`config.mk`:
```
export PLATFORM = sky130hd
export DESIGN_NAME = i2s_rx
export DESIGN_NICKNAME = d
export VERILOG_FILES = /design/src/rtl/i2s_rx.sv
export SDC_FILE = /design/constraint.sdc
export NUM_CORES = 1
export LEC_CHECK = 0
export ABC_AREA = 1
export CAP_MARGIN = 25
export CORE_ASPECT_RATIO = 1.75
export CORE_UTILIZATION = 58
export CTS_CLUSTER_DIAMETER = 80
export CTS_CLUSTER_SIZE = 30
export DETAILED_ROUTE_END_ITERATION = 7
export GPL_TIMING_DRIVEN = 0
export PLACE_DENSITY = 0.8
export SLEW_MARGIN = 20
export SYNTH_ARGS = -nofsm -noshare
export SYNTH_HDL_FRONTEND = slang
export SYNTH_SLANG_ARGS = --single-unit
```
`constraint.sdc`:
```
create_clock -name clk -period 2.6 [get_ports clk]
set_input_delay 0.26 -clock clk [delete_from_list [all_inputs] [get_ports clk]]
set_output_delay 0.26 -clock clk [all_outputs]
set_load 0.005 [all_outputs]
```
`src/rtl/i2s_rx.sv`:
```
// I2S capture: deserialises stereo PCM from oversampled bit_clk/frame_clk/sdata into left/right pairs.
// Latency: sample_valid rises one clk after the synchronised bit_clk rise that closes the right word.
// Backpressure: a pair is held until accepted; a new pair arriving while held is dropped and overrun set.
module i2s_rx #(
    parameter int SAMPLE_WIDTH   = 16,
    parameter int SYNC_STAGES    = 2,
    parameter int TIMEOUT_CYCLES = 64
) (
    input  logic                    clk,
    input  logic                    reset,
    input  logic                    bit_clk,
    input  logic                    frame_clk,
    input  logic                    sdata,
    input  logic                    sample_ready,
    input  logic                    clr_overrun,
    output logic [SAMPLE_WIDTH-1:0] left_sample,
    output logic [SAMPLE_WIDTH-1:0] right_sample,
    output logic                    sample_valid,
    output logic                    overrun,
    output logic                    locked
);

    localparam int CW = $clog2(SAMPLE_WIDTH + 1);
    localparam int TW = $clog2(TIMEOUT_CYCLES + 1);
    localparam logic [CW-1:0] WORD_BITS = CW'(SAMPLE_WIDTH);
    localparam logic [TW-1:0] TO_MAX    = TW'(TIMEOUT_CYCLES);

    typedef enum logic [0:0] {
        HUNT = 1'b0,
        RUN  = 1'b1
    } state_t;

    state_t state;
    state_t state_nxt;

    logic [SYNC_STAGES-1:0]  bclk_sync;
    logic [SYNC_STAGES-1:0]  ws_sync;
    logic [SYNC_STAGES-1:0]  sd_sync;
    logic                    bclk_d;
    logic                    bclk_s;
    logic                    ws_s;
    logic                    sd_s;
    logic                    bclk_rise;

    logic                    ws_prev;
    logic                    ws_change;
    logic [SAMPLE_WIDTH-1:0] shreg;
    logic [CW-1:0]           count;
    logic [SAMPLE_WIDTH-1:0] shreg_shift;
    logic [CW-1:0]           count_shift;
    logic [CW-1:0]           pad;
    logic [SAMPLE_WIDTH-1:0] word;

    logic [SAMPLE_WIDTH-1:0] left_hold;
    logic                    left_seen;
    logic [TW-1:0]           to_cnt;
    logic                    timeout_hit;

    logic                    commit_left;
    logic                    commit_right;
    logic                    emit_pair;
    logic                    out_room;
    logic                    accept;

    // Every codec input gets the same depth so bit, word select and data stay aligned.
    always_ff @(posedge clk or negedge reset) begin
        if (!reset) begin
            bclk_sync <= '0;
            ws_sync   <= '0;
            sd_sync   <= '0;
            bclk_d    <= 1'b0;
        end else begin
            bclk_sync <= {bclk_sync[SYNC_STAGES-2:0], bit_clk};
            ws_sync   <= {ws_sync[SYNC_STAGES-2:0], frame_clk};
            sd_sync   <= {sd_sync[SYNC_STAGES-2:0], sdata};
            bclk_d    <= bclk_s;
        end
    end

    assign bclk_s    = bclk_sync[SYNC_STAGES-1];
    assign ws_s      = ws_sync[SYNC_STAGES-1];
    assign sd_s      = sd_sync[SYNC_STAGES-1];
    assign bclk_rise = bclk_s & ~bclk_d;
    assign ws_change = bclk_rise && (ws_s != ws_prev);

    // Bits beyond the word width are ignored; short slots are left-justified on commit.
    always_comb begin
        shreg_shift = shreg;
        count_shift = count;
        if (count < WORD_BITS) begin
            shreg_shift = {shreg[SAMPLE_WIDTH-2:0], sd_s};
            count_shift = count + CW'(1);
        end
        pad  = WORD_BITS - count_shift;
        word = shreg_shift << pad;
    end

    always_ff @(posedge clk or negedge reset) begin
        if (!reset) begin
            state <= HUNT;
        end else begin
            state <= state_nxt;
        end
    end

    always_comb begin
        state_nxt    = state;
        commit_left  = 1'b0;
        commit_right = 1'b0;
        timeout_hit  = (state == RUN) && (to_cnt == TO_MAX);
        case (state)
            HUNT: begin
                if (ws_change) begin
                    state_nxt = RUN;
                end
            end
            RUN: begin
                if (timeout_hit) begin
                    state_nxt = HUNT;
                end else if (ws_change) begin
                    if (!ws_prev) begin
                        commit_left = 1'b1;
                    end else begin
                        commit_right = 1'b1;
                    end
                end
            end
            default: begin
                state_nxt = HUNT;
            end
        endcase
    end

    assign emit_pair = commit_right && left_seen;
    assign accept    = sample_valid && sample_ready;
    assign out_room  = !sample_valid || sample_ready;
    assign locked    = (state == RUN);

    always_ff @(posedge clk or negedge reset) begin
        if (!reset) begin
            ws_prev   <= 1'b0;
            shreg     <= '0;
            count     <= '0;
            left_hold <= '0;
            left_seen <= 1'b0;
            to_cnt    <= '0;
        end else begin
            if (bclk_rise) begin
                ws_prev <= ws_s;
                to_cnt  <= '0;
            end else if (to_cnt != TO_MAX) begin
                to_cnt <= to_cnt + TW'(1);
            end

            if (timeout_hit) begin
                shreg     <= '0;
                count     <= '0;
                left_seen <= 1'b0;
            end else if (bclk_rise) begin
                if (ws_change) begin
                    shreg <= '0;
                    count <= '0;
                end else begin
                    shreg <= shreg_shift;
                    count <= count_shift;
                end
                if (commit_left) begin
                    left_hold <= word;
                    left_seen <= 1'b1;
                end else if (commit_right) begin
                    left_seen <= 1'b0;
                end
            end
        end
    end

    // Emit and accept in the same cycle reload the output without a bubble.
    always_ff @(posedge clk or negedge reset) begin
        if (!reset) begin
            left_sample  <= '0;
            right_sample <= '0;
            sample_valid <= 1'b0;
            overrun      <= 1'b0;
        end else begin
            if (emit_pair && out_room) begin
                left_sample  <= left_hold;
                right_sample <= word;
                sample_valid <= 1'b1;
            end else if (accept) begin
                sample_valid <= 1'b0;
            end

            if (emit_pair && !out_room) begin
                overrun <= 1'b1;
            end else if (clr_overrun) begin
                overrun <= 1'b0;
            end
        end
    end

endmodule

```
-- After elaboration in Yosys (flattened, before gate mapping)
Index checks and enable logic that the tools add are counted.
- muxes and demuxes: 29
- equality and inequality tests: 3
- shift-type cells: 1
- reduce and logical (&&, ||, !) cells: 16
- add/sub/neg operators: 3
- bitwise gates (word level): 4
- magnitude comparators: 1
- operators by type and width (cell ; number):
    $mux 16 ; 4
    $mux 5 ; 4
    $mux 1 ; 18
    $shl 16x5->16 ; 1
    $mux 7 ; 2
    $reduce_bool 2->1 ; 4
    $add 7x1->7 const B ; 1
    $eq 7x7->1 const B ; 1
    $ne 7x7->1 const B ; 1
    $logic_and 1x1->1 ; 6
    $add 5x1->5 const B ; 1
    $lt 5x5->1 const B ; 1
    $sub 5x5->5 const A ; 1
    $not 1->1 ; 3
    $reduce_and 3->1 ; 1
    $reduce_bool 3->1 ; 1
    $logic_not 1->1 ; 2
    $pmux 1 s2 ; 1
    $reduce_and 2->1 ; 1
    $and 1x1->1 ; 1
    $logic_or 1x1->1 ; 1
    $ne 1x1->1 ; 1
- output and inout bits: 35
- word-level logic and storage cells: 72
- bits in registers: 88

-- Logic depth before layout (Yosys ltp)
- word-level depth: 10
- gate-level depth with buffers: 16
- gate-level depth less buffers: 14

-- Worst setup path before layout
OpenSTA, ideal clock, no wires.
- path type: register -> register
- from: register count[0]
- to: register left_hold[11]
- path buffers: 1
- arrival time: 1.719 ns
- cell stages (with the launch flop): 15
- slack: 0.763 ns
- cell sequence: dfrtp_1 > ha_1 > inv_1 > nand2_1 > nand2_2 > nand2_4 > nor2_4 > nand2_1 > nand2_1 > nand2_2 > buf_4 > nand2_1 > inv_2 > nand3_1 > nand2_1
- cells in the longest elaborated chain, start to end: 4
- RTL lines (what ; RTL line ; RTL):
    start: declaration ; 48 ; logic [CW-1:0] count;
    start signal: assignment ; 165 ; count <= count_shift;
    $add 5x1->5 / $lt 5x5->1 (equally long branches) ; 92, 90 ;
    $mux 5 ; 90 ; if (count < WORD_BITS) begin
    $sub 5x5->5 ; 94 ; pad = WORD_BITS - count_shift;
    $shl 16x5->16 (*) ; 95 ; word = shreg_shift << pad;
    end signal: assignment ; 168 ; left_hold <= word;
    end: declaration ; 54 ; logic [SAMPLE_WIDTH-1:0] left_hold;
Every way passes the cells marked *; elsewhere a longest branch is shown, timed or not.
A chain may end at the register's enable or synchronous reset.

-- Worst setup path after layout
- from: register count[0]
- to: register left_hold[15]
The elaborated chain is that of the path after synthesis.

==> reports/summary.log <==
INFO  status         outcome=complete, but fails checks
INFO  status         failed_checks=design-rule violations
INFO  sta            finalCritPeriodShare=0.8269
INFO  global_routing total_routing_resource_utilization_after_global_routing=0.2696
INFO  global_routing global_route.overflow_total=0
INFO  critical_path  setup.worst_path.class=reg -> reg
INFO  synth          synth_top_area_cell=sky130_fd_sc_hd__dfrtp_1
INFO  critical_path  startpoint_type=flop
INFO  synth          syn_nets=666
INFO  cts            clk_sinks=88
INFO  sta            hold-worst-slack=354.0ps
INFO  drt            route.vias.total=4393
INFO  drt            wl_per_cell=13.59um
INFO  cells_and_area layout_cell_share_with_drive_strength_beyond_1=0.1162
INFO  global_routing wire_length_of_the_first_global_routing_pass=18490um
INFO  synth          netlist.area_leader.share=0.4538
INFO  placement      pre_cts_ws=483.9ps
INFO  synth          post_synth_most_frequent_cells=sky130_fd_sc_hd__nand2_1, sky130_fd_sc_hd__dfrtp_1, sky130_fd_sc_hd__nand3_1, sky130_fd_sc_hd__inv_1, sky130_fd_sc_hd__o22ai_1
INFO  critical_path  setup.reg_to_reg.worst_slack=450ps
INFO  critical_path  worstSetupEndpointType=flop
INFO  sta            setup_viol=0
INFO  die            die_height=123.0um
INFO  synth          synth.area.top_cells=sky130_fd_sc_hd__dfrtp_1, sky130_fd_sc_hd__nand2_1, sky130_fd_sc_hd__nand3_1
INFO  cts            clock_tree_from_tritoncts=done
INFO  sta            timing.slew.headroom=0.6269
INFO  global_routing grt_pass1_vias=4266
INFO  die            initial_utilization=0.6053
INFO  synth          ys_seq_elements=88
INFO  sta            setup_total_negative_slack=0ps
INFO  synth          seq_area_frac_synth=0.4538
INFO  cells_and_area finalNonFillerCells=804
INFO  sta            timing_worst_slew_pin_value=559.7ps
INFO  die            std_cell_rows=43
INFO  synth          number_of_synthesized_flops_with_an_enable_pin=0
INFO  hold_path      hold_class=in -> reg
INFO  sta            final_period_minus_worst_setup_slack=2150ps
INFO  cts            depth_of_the_cts_h_tree=3
INFO  die            placeable_core_region=0.008016sqmm
INFO  power_and_ir_drop vdd_ir_drop_max=0.0005116V
INFO  critical_path  cp-startpoint=count[0]
INFO  placement      gpl.final_weighted_congestion=0.8962
INFO  cells_and_area post-route-cell-area=0.005707sqmm
INFO  power_and_ir_drop powerDensity=1050mW/mm^2
INFO  placement      placed_area=0.005400sqmm
INFO  synth          synthesis.yosys.warnings=0
INFO  drt            routed_via_density=5.464
INFO  cts            clk_transition_reported_paths=60ps
INFO  placement      dp.cells=788
INFO  drt            totalWireLength=10930um
INFO  sta            achievable-frequency=0.4651GHz
INFO  die            die_area=0.008750sqmm
INFO  placement      port_buffers=41
INFO  synth          synth.most_common_cell=sky130_fd_sc_hd__nand2_1
INFO  drt            initialDrtViolationCount=300
INFO  sta            timing_max_transition_violations_final=0
INFO  critical_path  reg2reg_from=count[0]
INFO  cells_and_area antenna_cells=0
INFO  power_and_ir_drop p_leak=2.951nW
INFO  cells_and_area layout-area-overhead-vs-synth=17.61%
INFO  critical_path  worst-path-max-fanout=10
INFO  drt            route.detailed.drc=8
INFO  sta            setup_skew_after_layout=3.948ps
INFO  power_and_ir_drop report.power.total=5.991mW
INFO  cells_and_area post-route-util=0.7119
INFO  die            die-width=71.14um
INFO  cts            clk-insertion-delay-late=340ps
INFO  critical_path  cp.arrival=2380ps
INFO  critical_path  endpoint=left_hold[15]
INFO  cts            number_of_buffers_added_by_the_clock_tree_synthesis_step=9
INFO  run            timing.max_cap.violations=0
INFO  cts            cts-root-buf=sky130_fd_sc_hd__clkbuf_16
INFO  sta            unrepaired_setup_endpoints_after_global_routing=no
INFO  cts            cts_setup_buffers=0
INFO  synth          synth_cell_type_count=32
INFO  global_routing number_of_antenna_violations_at_the_first_check_in_global_routing=0
INFO  synth          postSynthCellCount=656
INFO  placement      place.detailed.hpwl=8214um
INFO  global_routing grt_start_max_net_pins=49
INFO  synth          synth-main-ff-cell=sky130_fd_sc_hd__dfrtp_1
INFO  synth          mappedNetlistArea=0.004852sqmm
INFO  cts            cts-root-to-sink-buffers=2
INFO  sta            final_critical_path_setup_slack=450.0ps
INFO  cells_and_area final_stage_net_count=720
INFO  critical_path  timing.reg2reg.worst_path_depth=14
INFO  drt            count_of_nets_left_with_antenna_violations_after_detail_routing=0
INFO  critical_path  worst-endpoint-required=2830ps
INFO  synth          syn-mean-instance-area=7.397squm
INFO  synth          async_reset_ff_frac=1.000
INFO  drt            drt_pre_antenna_iters=7
INFO  sta            timing.final.hold_violations=0
INFO  die            design.portCount=42
INFO  critical_path  reg2reg_capture_point=left_hold[15]
-- power by group --
group	total (mW)	internal, mW	switching [mW]
combinational	2.75	1.10	1.65
clock	1.29	0.769	0.522
sequential	1.95	1.73	0.215
total	5.99	3.60	2.39
-- sequential cells by signal, indices dropped and copies added, names as in the netlist, 2 cells and up --
| register | cells |
|---|---|
| left_sample | 16 |
| count | 5 |
| shreg | 16 |
| sd_sync | 2 |
| bclk_sync | 2 |
| right_sample | 16 |
| ws_sync | 2 |
| to_cnt | 7 |
| left_hold | 16 |
-- cell families after synthesis --
| group | share of synthesized area |
|---|---|
| xor gates and xnor gates | 0.001805 |
| adders and majority gates | 0.007737 |
| buffers and inverters | 0.08587 |
| AOI/OAI and AO/OA | 0.06421 |
| DFF | 0.4538 |
| and+or+nand+nor | 0.3865 |
-- cell usage in the layout (no fill, tap or decap), types with 9 or more instances in the layout --
cell type / instances
sky130_fd_sc_hd__clkbuf_1: 10
sky130_fd_sc_hd__clkbuf_16: 9
sky130_fd_sc_hd__clkdlybuf4s50_1: 40
sky130_fd_sc_hd__dfrtp_1: 88
sky130_fd_sc_hd__inv_1: 48
sky130_fd_sc_hd__nand2_1: 304
sky130_fd_sc_hd__nand2_2: 14
sky130_fd_sc_hd__nand3_1: 53
sky130_fd_sc_hd__nand4_1: 14
sky130_fd_sc_hd__nor2_1: 12
sky130_fd_sc_hd__o21ai_0: 12
sky130_fd_sc_hd__o21ai_1: 15
sky130_fd_sc_hd__o22ai_1: 20
-- metal layers --
layer  up-vias  part of all wire  global-route usage
met4         0             0.036              0.1550
met1      2035              0.40              0.2889
met5         -                 0                   0
met3        42             0.032             0.03586
li1       2187                 -                   -
met2       129              0.54              0.4994
-- area by class of cell --
cell class,count,area [sq um]
fillers,664,2310
plain buffers,29,201.4
repair buffers,43,445.4
multi-input cells,483,2233
clock buffers,11,242.7
clock inverters,4,53.80
flip-flops and latches,88,2202
well taps,90,112.6
inverters,56,215.2
-- worst min-delay path by stage --
stage	from	to	slack, ps	depth (start not counted)
floorplan	reset	bclk_d	-40	0
CTS	bit_clk	bclk_sync[0]	350	1
global placement	ws_sync[0]	ws_sync[1]	330	0
detailed placement	reset	left_hold[14]	290	1
global route	bit_clk	bclk_sync[0]	360	1
finish	bit_clk	bclk_sync[0]	350	1
-- critical path: stages (launching register included) --
cell,delay [ps]
sky130_fd_sc_hd__dfrtp_1,470
sky130_fd_sc_hd__ha_1,350
sky130_fd_sc_hd__inv_1,60
sky130_fd_sc_hd__nand2_1,60
sky130_fd_sc_hd__nand2_2,100
sky130_fd_sc_hd__nand2_1,80
sky130_fd_sc_hd__nand2_2,110
sky130_fd_sc_hd__buf_2,230
sky130_fd_sc_hd__nand2_1,100
sky130_fd_sc_hd__nand3_1,80
sky130_fd_sc_hd__nand2_1,60
sky130_fd_sc_hd__nand3_1,90
sky130_fd_sc_hd__nand2_1,80
sky130_fd_sc_hd__nand2_1,100
sky130_fd_sc_hd__nand2_1,50
-- repair_timing --
item	CTS	global route
endpoints found under the setup margin	0	0
resized for setup	0	0
endpoints found under the hold margin	40	0
hold buffers	1	0
(Power assumes the default switching activity.)
